[src/rtl/conv_ctrl_pkg.sv]
// Shared types and helpers for the runtime-configurable convolution loop controller.
package conv_ctrl_pkg;

    localparam int CFG_W = 16;

    typedef enum logic [1:0] {
        IDLE,
        RUN,
        DRAIN,
        DONE
    } ctrl_state_t;

    typedef struct packed {
        logic [CFG_W-1:0] width;
        logic [CFG_W-1:0] height;
        logic [CFG_W-1:0] in_ch;
        logic [CFG_W-1:0] out_ch;
        logic [CFG_W-1:0] kernel;
    } conv_cfg_t;

    localparam conv_cfg_t CFG_ONES = '{
        width:  CFG_W'(1),
        height: CFG_W'(1),
        in_ch:  CFG_W'(1),
        out_ch: CFG_W'(1),
        kernel: CFG_W'(1)
    };

    // A zero-sized dimension makes no sense for a loop nest, so it runs once.
    function automatic logic [CFG_W-1:0] clamp1(input logic [CFG_W-1:0] v);
        return (v == '0) ? CFG_W'(1) : v;
    endfunction

endpackage

[src/rtl/conv_loop_controller_loop_counter.sv]
// One level of the loop nest: counts 0..max on en and wraps, flagging its last value.
module loop_counter #(
    parameter int CNT_W = 16
) (
    input  logic             clk,
    input  logic             rst_in,
    input  logic             en,
    input  logic             clr,
    input  logic [CNT_W-1:0] max,
    output logic             last,
    output logic [CNT_W-1:0] q
);

    assign last = (q == max);

    always_ff @(posedge clk) begin
        if (rst_in || clr) begin
            q <= '0;
        end else if (en) begin
            q <= last ? '0 : q + CNT_W'(1);
        end
    end

endmodule

[src/rtl/conv_loop_controller.sv]
// Sequences the x -> y -> ch_in -> ch_out group -> k_v -> k_h loop nest over a
// runtime-configured feature map, driving the datapad, MAC array and partial-sum memory.
module conv_loop_controller
    import conv_ctrl_pkg::*;
#(
    parameter int CNT_W              = CFG_W,
    parameter int LOG2_OF_MEM_HEIGHT = 20,
    parameter int OUT_LANES          = 4
) (
    input  logic                          clk,
    input  logic                          rst_in,
    input  logic                          start,
    input  logic [CNT_W-1:0]              cfg_width,
    input  logic [CNT_W-1:0]              cfg_height,
    input  logic [CNT_W-1:0]              cfg_in_ch,
    input  logic [CNT_W-1:0]              cfg_out_ch,
    input  logic [CNT_W-1:0]              cfg_kernel,
    output logic                          running,
    output logic                          done,
    output logic                          cfg_err,
    input  logic                          a_valid,
    input  logic                          b_valid,
    output logic                          a_ready,
    output logic                          b_ready,
    output logic                          write_a,
    output logic                          write_b,
    output logic                          mac_valid,
    output logic                          mac_accumulate_internal,
    output logic                          mac_accumulate_with_0,
    output logic                          mem_re,
    output logic [LOG2_OF_MEM_HEIGHT-1:0] mem_read_addr,
    output logic                          mem_we,
    output logic [LOG2_OF_MEM_HEIGHT-1:0] mem_write_addr,
    output logic                          output_valid,
    input  logic                          output_ready,
    output logic [31:0]                   output_x,
    output logic [31:0]                   output_y,
    output logic [31:0]                   output_ch
);

    ctrl_state_t state;
    conv_cfg_t   cfg_q;
    conv_cfg_t   cfg_in;
    logic        cfg_bad;
    logic        start_ok;
    logic        in_run;
    logic        stall;
    logic        fire;
    logic        first_tap;
    logic        load_beat;
    logic        psum_done;
    logic        last_overall;

    logic [CNT_W-1:0] max_x, max_y, max_ci, max_grp, max_k;
    logic [CNT_W-1:0] x_q, y_q, ci_q, grp_q, kv_q, kh_q;
    logic             last_x, last_y, last_ci, last_grp, last_kv, last_kh;
    logic             en_kv, en_grp, en_ci, en_y, en_x;

    function automatic logic [31:0] group_count(input logic [CFG_W-1:0] out_ch);
        return (32'(out_ch) + 32'(OUT_LANES) - 32'd1) / 32'(OUT_LANES);
    endfunction

    always_comb begin
        cfg_in.width  = clamp1(CFG_W'(cfg_width));
        cfg_in.height = clamp1(CFG_W'(cfg_height));
        cfg_in.in_ch  = clamp1(CFG_W'(cfg_in_ch));
        cfg_in.out_ch = clamp1(CFG_W'(cfg_out_ch));
        cfg_in.kernel = clamp1(CFG_W'(cfg_kernel));
    end

    // Each group owns one partial-sum row, so more groups than rows cannot run.
    assign cfg_bad  = 64'(group_count(cfg_in.out_ch)) > (64'd1 << LOG2_OF_MEM_HEIGHT);
    assign start_ok = (state == IDLE) && start && !cfg_bad;

    assign max_x   = CNT_W'(cfg_q.width  - CFG_W'(1));
    assign max_y   = CNT_W'(cfg_q.height - CFG_W'(1));
    assign max_ci  = CNT_W'(cfg_q.in_ch  - CFG_W'(1));
    assign max_k   = CNT_W'(cfg_q.kernel - CFG_W'(1));
    assign max_grp = CNT_W'(group_count(cfg_q.out_ch) - 32'd1);

    assign in_run    = (state == RUN);
    assign stall     = output_valid && !output_ready;
    assign a_ready   = in_run && !stall;
    assign b_ready   = a_ready;
    assign fire      = a_ready && a_valid && b_valid;
    assign write_a   = fire;
    assign write_b   = fire;
    assign mac_valid = fire;

    assign first_tap               = (kv_q == '0) && (kh_q == '0);
    assign mac_accumulate_internal = in_run && !first_tap;
    assign mac_accumulate_with_0   = in_run && first_tap && (ci_q == '0);
    assign mem_re                  = fire && first_tap;
    assign mem_read_addr           = LOG2_OF_MEM_HEIGHT'(grp_q);

    assign en_kv  = fire   && last_kh;
    assign en_grp = en_kv  && last_kv;
    assign en_ci  = en_grp && last_grp;
    assign en_y   = en_ci  && last_ci;
    assign en_x   = en_y   && last_y;

    assign psum_done    = en_grp;
    assign load_beat    = psum_done && last_ci;
    assign last_overall = en_x && last_x;

    loop_counter #(.CNT_W(CNT_W)) u_kh (
        .clk(clk), .rst_in(rst_in), .en(fire), .clr(start_ok),
        .max(max_k), .last(last_kh), .q(kh_q)
    );

    loop_counter #(.CNT_W(CNT_W)) u_kv (
        .clk(clk), .rst_in(rst_in), .en(en_kv), .clr(start_ok),
        .max(max_k), .last(last_kv), .q(kv_q)
    );

    loop_counter #(.CNT_W(CNT_W)) u_grp (
        .clk(clk), .rst_in(rst_in), .en(en_grp), .clr(start_ok),
        .max(max_grp), .last(last_grp), .q(grp_q)
    );

    loop_counter #(.CNT_W(CNT_W)) u_ci (
        .clk(clk), .rst_in(rst_in), .en(en_ci), .clr(start_ok),
        .max(max_ci), .last(last_ci), .q(ci_q)
    );

    loop_counter #(.CNT_W(CNT_W)) u_y (
        .clk(clk), .rst_in(rst_in), .en(en_y), .clr(start_ok),
        .max(max_y), .last(last_y), .q(y_q)
    );

    loop_counter #(.CNT_W(CNT_W)) u_x (
        .clk(clk), .rst_in(rst_in), .en(en_x), .clr(start_ok),
        .max(max_x), .last(last_x), .q(x_q)
    );

    // A beat can only load while the previous one is absent or being accepted,
    // because a stalled output blocks fire.
    always_ff @(posedge clk) begin
        if (rst_in) begin
            state          <= IDLE;
            cfg_q          <= CFG_ONES;
            running        <= 1'b0;
            done           <= 1'b0;
            cfg_err        <= 1'b0;
            mem_we         <= 1'b0;
            mem_write_addr <= '0;
            output_valid   <= 1'b0;
            output_x       <= '0;
            output_y       <= '0;
            output_ch      <= '0;
        end else begin
            done    <= 1'b0;
            cfg_err <= 1'b0;
            mem_we  <= psum_done;
            if (psum_done) begin
                mem_write_addr <= LOG2_OF_MEM_HEIGHT'(grp_q);
            end

            if (load_beat) begin
                output_valid <= 1'b1;
                output_x     <= 32'(x_q);
                output_y     <= 32'(y_q);
                output_ch    <= 32'(grp_q) * 32'(OUT_LANES);
            end else if (output_valid && output_ready) begin
                output_valid <= 1'b0;
            end

            case (state)
                IDLE: begin
                    if (start) begin
                        if (cfg_bad) begin
                            cfg_err <= 1'b1;
                        end else begin
                            cfg_q   <= cfg_in;
                            running <= 1'b1;
                            state   <= RUN;
                        end
                    end
                end
                RUN: begin
                    if (last_overall) begin
                        state <= DRAIN;
                    end
                end
                DRAIN: begin
                    if (!output_valid || output_ready) begin
                        running <= 1'b0;
                        done    <= 1'b1;
                        state   <= DONE;
                    end
                end
                DONE: begin
                    state <= IDLE;
                end
                default: begin
                    state <= IDLE;
                end
            endcase
        end
    end

endmodule

[config.mk]
export PLATFORM = sky130hd
export DESIGN_NAME = conv_loop_controller
export DESIGN_NICKNAME = d
export VERILOG_FILES = /design/src/rtl/conv_ctrl_pkg.sv /design/src/rtl/conv_loop_controller_loop_counter.sv /design/src/rtl/conv_loop_controller.sv
export SDC_FILE = /design/constraint.sdc
export NUM_CORES = 1
export LEC_CHECK = 0
export CORE_MARGIN = 1
export CORE_UTILIZATION = 30
export CTS_CLUSTER_DIAMETER = 80
export DETAILED_ROUTE_END_ITERATION = 16
export DONT_BUFFER_PORTS = 1
export GPL_TIMING_DRIVEN = 0
export PLACE_DENSITY_LB_ADDON = 0.1
export SKIP_LAST_GASP = 1
export SYNTH_ARGS = -nofsm -noshare
export SYNTH_HDL_FRONTEND = slang
export SYNTH_HIERARCHICAL = 1
export SYNTH_SLANG_ARGS = --single-unit
[constraint.sdc]
create_clock -name clk -period 7.2 [get_ports clk]
set_clock_uncertainty 0.2 [all_clocks]
set_input_delay 1.08 -clock clk [delete_from_list [all_inputs] [get_ports clk]]
set_output_delay 1.08 -clock clk [all_outputs]
set_load 0.01 [all_outputs]
==> run metrics, run 1 <==
Max Cap Violations 0; antenna cells 0; CTS buffer count 34; Lkg Pwr 6.33 nW; Sink Count 246; Post-synth EDFFs 0; H-tree depth 2; first-pass GRT wire length 66300 um; GRT Residual Overflow 0; Yosys top cell area share 0.363; vias in the first global route 11184; Final Cell Area 15600 um2; postcts setup bufs 0; Post-synth top flop dfxtp_1; routed len/inst 17.8 um; Synth Register Bits 246; area of the multi-input gates 7900 um2; RSZ-0062 raised after global routing false; critical path cell sequence or4_1 > nand2b_1 > nor4_1 > xor2_1 > xor2_1 > nor4_2 > nand4_2 > inv_1 > nand2_1 > nor3_1 > clkbuf_1 > and3_1 > buf_2 > inv_1 > clkbuf_1 > nor3_1 > nand2_1 > a31oi_1; crit path kind reg2reg; Total GRT Usage 0.185; DP Worst Slack 1.25 ns; nets 1884; status finished clean; share of cells above drive strength 1 0.111; HP Start u_y/q[10]$_SDFFE_PP0P_; area of the core 44400 um2; Max-slew headroom 0.349; crit path max fanout 10; crit path buf inv count 5; post-CTS sizing 0; final hold violation count 0; worst reg2reg path endpoint u_x/q[10]$_SDFFE_PP0P_; Layout area overhead 14.8%; filler cell count 4727; Data arrival, critical path 6.19 ns; Distinct cells, synth 60; Final HPWL DP 32500 um; placed instance area 14500 um2; WP data required 7.48 ns; Initial DRC Count 605; initial antenna violation count 1; number of antenna-violating nets in the routed design 0; Gate Count Post-Synth 1692; WL final 42700 um; Slew @ Worst Pin 0.977 ns; final setup fails 0; fraction of synthesis flops using an asynchronous set or reset pin 0; Slew Limit Fails 0; Tcrit/Tclk final 0.821; WHS 0.261 ns; # DRC 0; fmax 169 MHz; IO buf count 0; Mapped Area 13600 um2; via count 11455; CTS Hold Bufs 0; Max VDD drop 0.000150 V; CTS tree built; power per standard cell area 287 nW/um2; sequential-to-total area share from yosys stat 0.363; Min-Delay Path Class reg2reg; register clock-pin slew on the reported worst setup and hold paths 0.06 ns; Critical Path End Type register; Vias/cell 4.78; setup ws final 1.29 ns; Yosys top cell by area dfxtp_1; I/O Pins 235; syn avg cell area 8.02 um2; max incr delay on CP 0.62 ns; Worst Reg-to-Reg Cells 18; reg2reg setup slack 1.29 ns; Slowest-stage cell, CP or4_1; Root Driver clkbuf_16; Hold Path End output_y[10]$_SDFFE_PP0P_; Design Power 4.47 mW; Setup TNS 0 ns; clock latency on the worst-skew pair 0.55 ns; Routability Congestion 0.829; clock tree buffer depth 3; height of the die 215 um; crit path launch type register; Worst R2R Start cfg_q[6]$_SDFFE_PP0P_; leading post-synthesis cells by cell area dfxtp_1 36%, xor2_1 10%, nand2_1 9.6%, a21oi_1 6.0%, xnor2_1 3.7%; pin count of the biggest net entering global routing 18; std cell rows 77; Sequential Area 4920 um2; WHS Path Cells 2; total die area 46100 um2; Final min period 5.91 ns; Yosys warning total 6; die width 215 um; DR pass1 iterations 5; critical path's top delay family simple AND/OR/NAND/NOR gates; initial core utilization 0.305
-- cells in the mapped netlist, types with 3 or more instances --
library cell	instances
a21oi_1	164
a31oi_1	9
a41oi_1	5
and2_0	5
and2_1	18
and3_1	11
and4_1	12
buf_1	9
buf_2	10
buf_4	60
buf_6	6
clkbuf_1	55
dfxtp_1	246
ha_1	14
inv_1	39
mux2i_1	16
nand2_1	348
nand2b_1	3
nand3_1	33
nand3_2	5
nand3b_1	9
nand4_1	32
nand4_2	5
nor2_1	126
nor2_2	5
nor2b_1	10
nor3_1	52
nor4_1	43
nor4_2	30
nor4_4	10
o21ai_0	23
o21bai_4	5
or2_1	5
or2_2	5
or3_1	8
or4_1	5
or4_4	4
xnor2_1	57
xor2_1	162
-- area by class of cell --
| cell class | count | share of cell area |
|---|---|---|
| plain buffers | 140 | 0.0519 |
| flip-flops and latches | 246 | 0.316 |
| clock inverters | 11 | 0.00723 |
| clock buffers | 47 | 0.0609 |
| inverters | 40 | 0.00964 |
| well taps | 592 | 0.0475 |
| multi-input cells | 1322 | 0.507 |
-- worst register-to-register path: cells and delay by family, from the launching register on --
kind	cells	cell delay, ns
buffers and inverters	5	1.43
XOR/XNOR	2	0.47
AND/OR/NAND/NOR	10	3.21
flip-flops	1	0.36
AO/OA/AOI/OAI	1	0.16
-- kinds of logic (layout without fill, tap and decap cells) --
family,after synthesis,after routing,synth area share
other,1,57,0.000276
AOI/OAI and AO/OA,222,222,0.0933
DFF,246,246,0.363
buffers and inverters,180,238,0.0706
and+or+nand+nor,794,794,0.307
adders and majority gates,14,14,0.0129
muxes,16,16,0.0118
xor gates and xnor gates,219,219,0.141
-- power breakdown --
part / switching [mW] / internal [mW]
combinational: 0.792 / 0.466
clock: 0.660 / 0.963
sequential: 0.129 / 1.46
total: 1.58 / 2.89
-- metal layers --
metal / share of wire / wire (um) / global-route usage / vias up
li1: - / - / - / 5813
met1: 0.44 / 19000 / 0.234 / 5383
met2: 0.47 / 20000 / 0.302 / 206
met3: 0.066 / 2810 / 0.0522 / 53
met4: 0.023 / 968 / 0.0593 / 0
met5: 0 / 0 / 0 / -
-- sequential cells by signal, summed over array words and instances, names as in the netlist --
register        count
cfg_q              80
done                1
mem_we              1
mem_write_addr     16
output_ch          16
output_valid        1
output_x           16
output_y           16
running             1
state               2
u_ci/q             16
u_grp/q            16
u_kh/q             16
u_kv/q             16
u_x/q              16
u_y/q              16
-- stage by stage --
stage / utilization / instances
after floorplan: - / 1748
after global placement: 0.327 / 2340
after detailed placement: 0.327 / 2340
after CTS: 0.351 / 2398
after global routing: 0.351 / 2398
final: 0.351 / 2398
-- how the worst max path moves through the flow --
stage	startpoint	end	slack, ns	depth (start not counted)
finish	cfg_q[6]$_SDFFE_PP0P_	u_x/q[10]$_SDFFE_PP0P_	1.29	18
global route	cfg_q[6]$_SDFFE_PP0P_	u_x/q[10]$_SDFFE_PP0P_	0.78	18
CTS	cfg_q[6]$_SDFFE_PP0P_	u_x/q[10]$_SDFFE_PP0P_	1.24	18
detailed placement	cfg_q[6]$_SDFFE_PP0P_	u_x/q[10]$_SDFFE_PP0P_	1.25	18
global placement	cfg_q[6]$_SDFFE_PP0P_	u_x/q[7]$_SDFFE_PP0P_	1.27	17
floorplan	cfg_q[6]$_SDFFE_PP0P_	u_ci/q[10]$_SDFFE_PP0P_	2.65	19
-- cells in the final DEF (no fill, tap or decap), types with 6 or more instances in the layout --
master / synthesis / routed
nand3_1: 33 / 33
or3_1: 8 / 8
buf_1: 9 / 9
and2_1: 18 / 18
a21oi_1: 164 / 164
nor2b_1: 10 / 10
clkbuf_16: 0 / 34
nor4_2: 30 / 30
nor3_1: 52 / 52
mux2i_1: 16 / 16
nand2_1: 348 / 348
and4_1: 12 / 12
nand3b_1: 9 / 9
nand4_1: 32 / 32
clkinv_2: 0 / 6
xor2_1: 162 / 162
a31oi_1: 9 / 9
buf_6: 6 / 6
and3_1: 11 / 11
xnor2_1: 57 / 57
clkbuf_1: 55 / 63
nor4_4: 10 / 10
inv_1: 39 / 39
o21ai_0: 23 / 23
buf_4: 60 / 60
nor4_1: 43 / 43
ha_1: 14 / 14
nor2_1: 126 / 126
conb_1: 1 / 57
dfxtp_1: 246 / 246
buf_2: 10 / 10
No activity file was read; power rests on OpenSTA's default activity.
==> run 2, diff against run 1 <==
- clock period: 7.2 -> 5.95 ns (I/O delays scaled with it)
==> run 2 against run 1 <==
Effect of this change: wire length about the same; sequential power up 21%; power up 21%; maximum frequency up 7.6%; die area unchanged; utilization up 0.056 points; register-to-register slack worse by 0.83 ns; critical path type unchanged.
==> run metrics, run 2 (synthesized netlist as in run 1, its figures left out) <==
crit-path most repeated cell buf_2; nets 1884; Final Cell Area 15600 um2; clock tree buffer depth 3; Layout area overhead 15.0%; worst setup path start cfg_q[6]$_SDFFE_PP0P_; CTS tree built; final hold violation count 0; Slew @ Worst Pin 0.970 ns; critical path cell sequence or4_1 > nand2b_1 > nor4_2 > xor2_1 > xor2_1 > nor4_2 > nand4_4 > inv_1 > nand2_1 > or4b_1 > buf_2 > buf_2 > nor2_1 > buf_2 > inv_1 > clkbuf_1 > nor3_1 > o21ai_0 > a21oi_1; Vias/cell 4.77; IO buf count 0; routed len/inst 17.8 um; max reg flops 80; Slew Limit Fails 0; fmax 182 MHz; Root Driver clkbuf_16; Clk pwr share 0.361; Lkg Pwr 6.33 nW; Data arrival, critical path 5.75 ns; Gate power share 0.284; crit path buf inv count 6; initial core utilization 0.305; commonest cells after routing, fill and taps aside 348 x nand2_1, 246 x dfxtp_1, 164 x a21oi_1, 162 x xor2_1, 126 x nor2_1; Max VDD drop 0.000181 V; Initial DRC Count 605; Max-slew headroom 0.353; Sink Count 246; CTS buffer count 34; crit path kind reg2reg; crit path launch type register; H-tree depth 2; total die area 46100 um2; clock latency on the worst-skew pair 0.55 ns; RSZ-0062 raised after global routing false; Net Sw Power 1.93 mW; power per standard cell area 348 nW/um2; die width 215 um; HP Start rst_in; Min-Delay Path Class in2reg; DR pass1 iterations 5; Reg with most FFs cfg_q; Top Layer Used met4; metal2 WL 20000 um; share of cells above drive strength 1 0.112; area of the core 44400 um2; Total GRT Usage 0.185; final setup fails 0; Design Power 5.43 mW; GRT Residual Overflow 0; first-pass GRT wire length 66300 um; sequential share of power 0.355; switching portion of total power 0.355; DR WL met3 2830 um; height of the die 215 um; Final HPWL DP 32500 um; register clock-pin slew on the reported worst setup and hold paths 0.06 ns; I/O Pins 235; Tcrit/Tclk final 0.923; vias in the first global route 11184; initial antenna violation count 1; placed instance area 14500 um2; WP data required 6.21 ns; Critical Path End Type register; std cell rows 77; Power Internal 3.51 mW; Worst R2R Start cfg_q[6]$_SDFFE_PP0P_; WHS 0.210 ns; Final min period 5.49 ns; antenna cells 0; Slowest-stage cell, CP or4_1; WL final 42700 um; Routability Congestion 0.829; via count 11446; crit path max fanout 10; # DRC 0; Max Cap Violations 0; critical path's top delay family simple AND/OR/NAND/NOR gates; number of antenna-violating nets in the routed design 0; pin count of the biggest net entering global routing 18; met1 WL 19000 um; max incr delay on CP 0.62 ns; most common cell after layout, fill and taps aside nand2_1; status finished clean
==> run 2: path summary, 6_finish.rpt <==
| check | end | slack, ns | cells past startpoint |
|---|---|---|---|
| setup reg to reg | u_ci/q[3]$_SDFFE_PP0P_ | 0.46 | 19 |
| setup / recovery | u_ci/q[3]$_SDFFE_PP0P_ | 0.46 | 19 |
| hold reg to reg | output_y[10]$_SDFFE_PP0P_ | 0.26 | 2 |
| hold / removal | u_y/q[1]$_SDFFE_PP0P_ | 0.21 | 1 |
==> run 2: area by class of cell <==
class | instances | area, um2
Fill cell | 4725 | 28800
Multi-Input combinational cell | 1322 | 7920
Sequential cell | 246 | 4920
Clock buffer | 47 | 950
Buffer | 140 | 810
Tap cell | 592 | 741
Inverter | 40 | 150
Clock inverter | 11 | 113
==> run 2: metal layers <==
layer | up-vias | GRT usage
li1 | 5816 | -
met4 | 0 | 0.0593
met1 | 5365 | 0.234
met3 | 53 | 0.0522
met2 | 212 | 0.302
met5 | - | 0
==> run 2: power by group through the flow <==
stage / Combinational, mW / Sequential [mW] / Clock, mW
after CTS: 1.54 / 1.93 / 2.03
after global placement: 1.52 / 1.96 / 0
final: 1.54 / 1.93 / 1.96
after global routing: 1.72 / 1.95 / 2.10
after detailed placement: 1.53 / 1.96 / 0
after floorplan: 1.18 / 1.91 / 0
==> run 2: what timing repair did <==
action                                  in CTS  in global routing
gates resized for setup                      1                  3
hold buffers                                 0                  0
pin swaps                                    0                  1
setup buffers                                0                  0
hold endpoints to repair                     0                  0
endpoints found under the setup margin       1                 35
==> run 2: worst register-to-register path, stage by stage, from the launching register on <==
cell	delay [ns]
dfxtp_1	0.36
or4_1	0.63
nand2b_1	0.22
nor4_2	0.26
xor2_1	0.34
xor2_1	0.13
nor4_2	0.38
nand4_4	0.26
inv_1	0.10
nand2_1	0.15
or4b_1	0.49
buf_2	0.24
buf_2	0.26
nor2_1	0.22
buf_2	0.28
inv_1	0.14
clkbuf_1	0.28
nor3_1	0.24
o21ai_0	0.09
a21oi_1	0.16
==> run 2: stage by stage <==
stage	std cells	worst slack, ns	setup TNS (ns)	util
2_1_floorplan	1748	1.40	0	-
3_3_place_gp	2340	0.0156	0	0.327
3_5_place_dp	2340	-0.00315	-0.00315	0.327
4_1_cts	2398	0.153	0	0.351
5_1_grt	2398	0.0407	0	0.351
6_report	2398	0.459	0	0.351
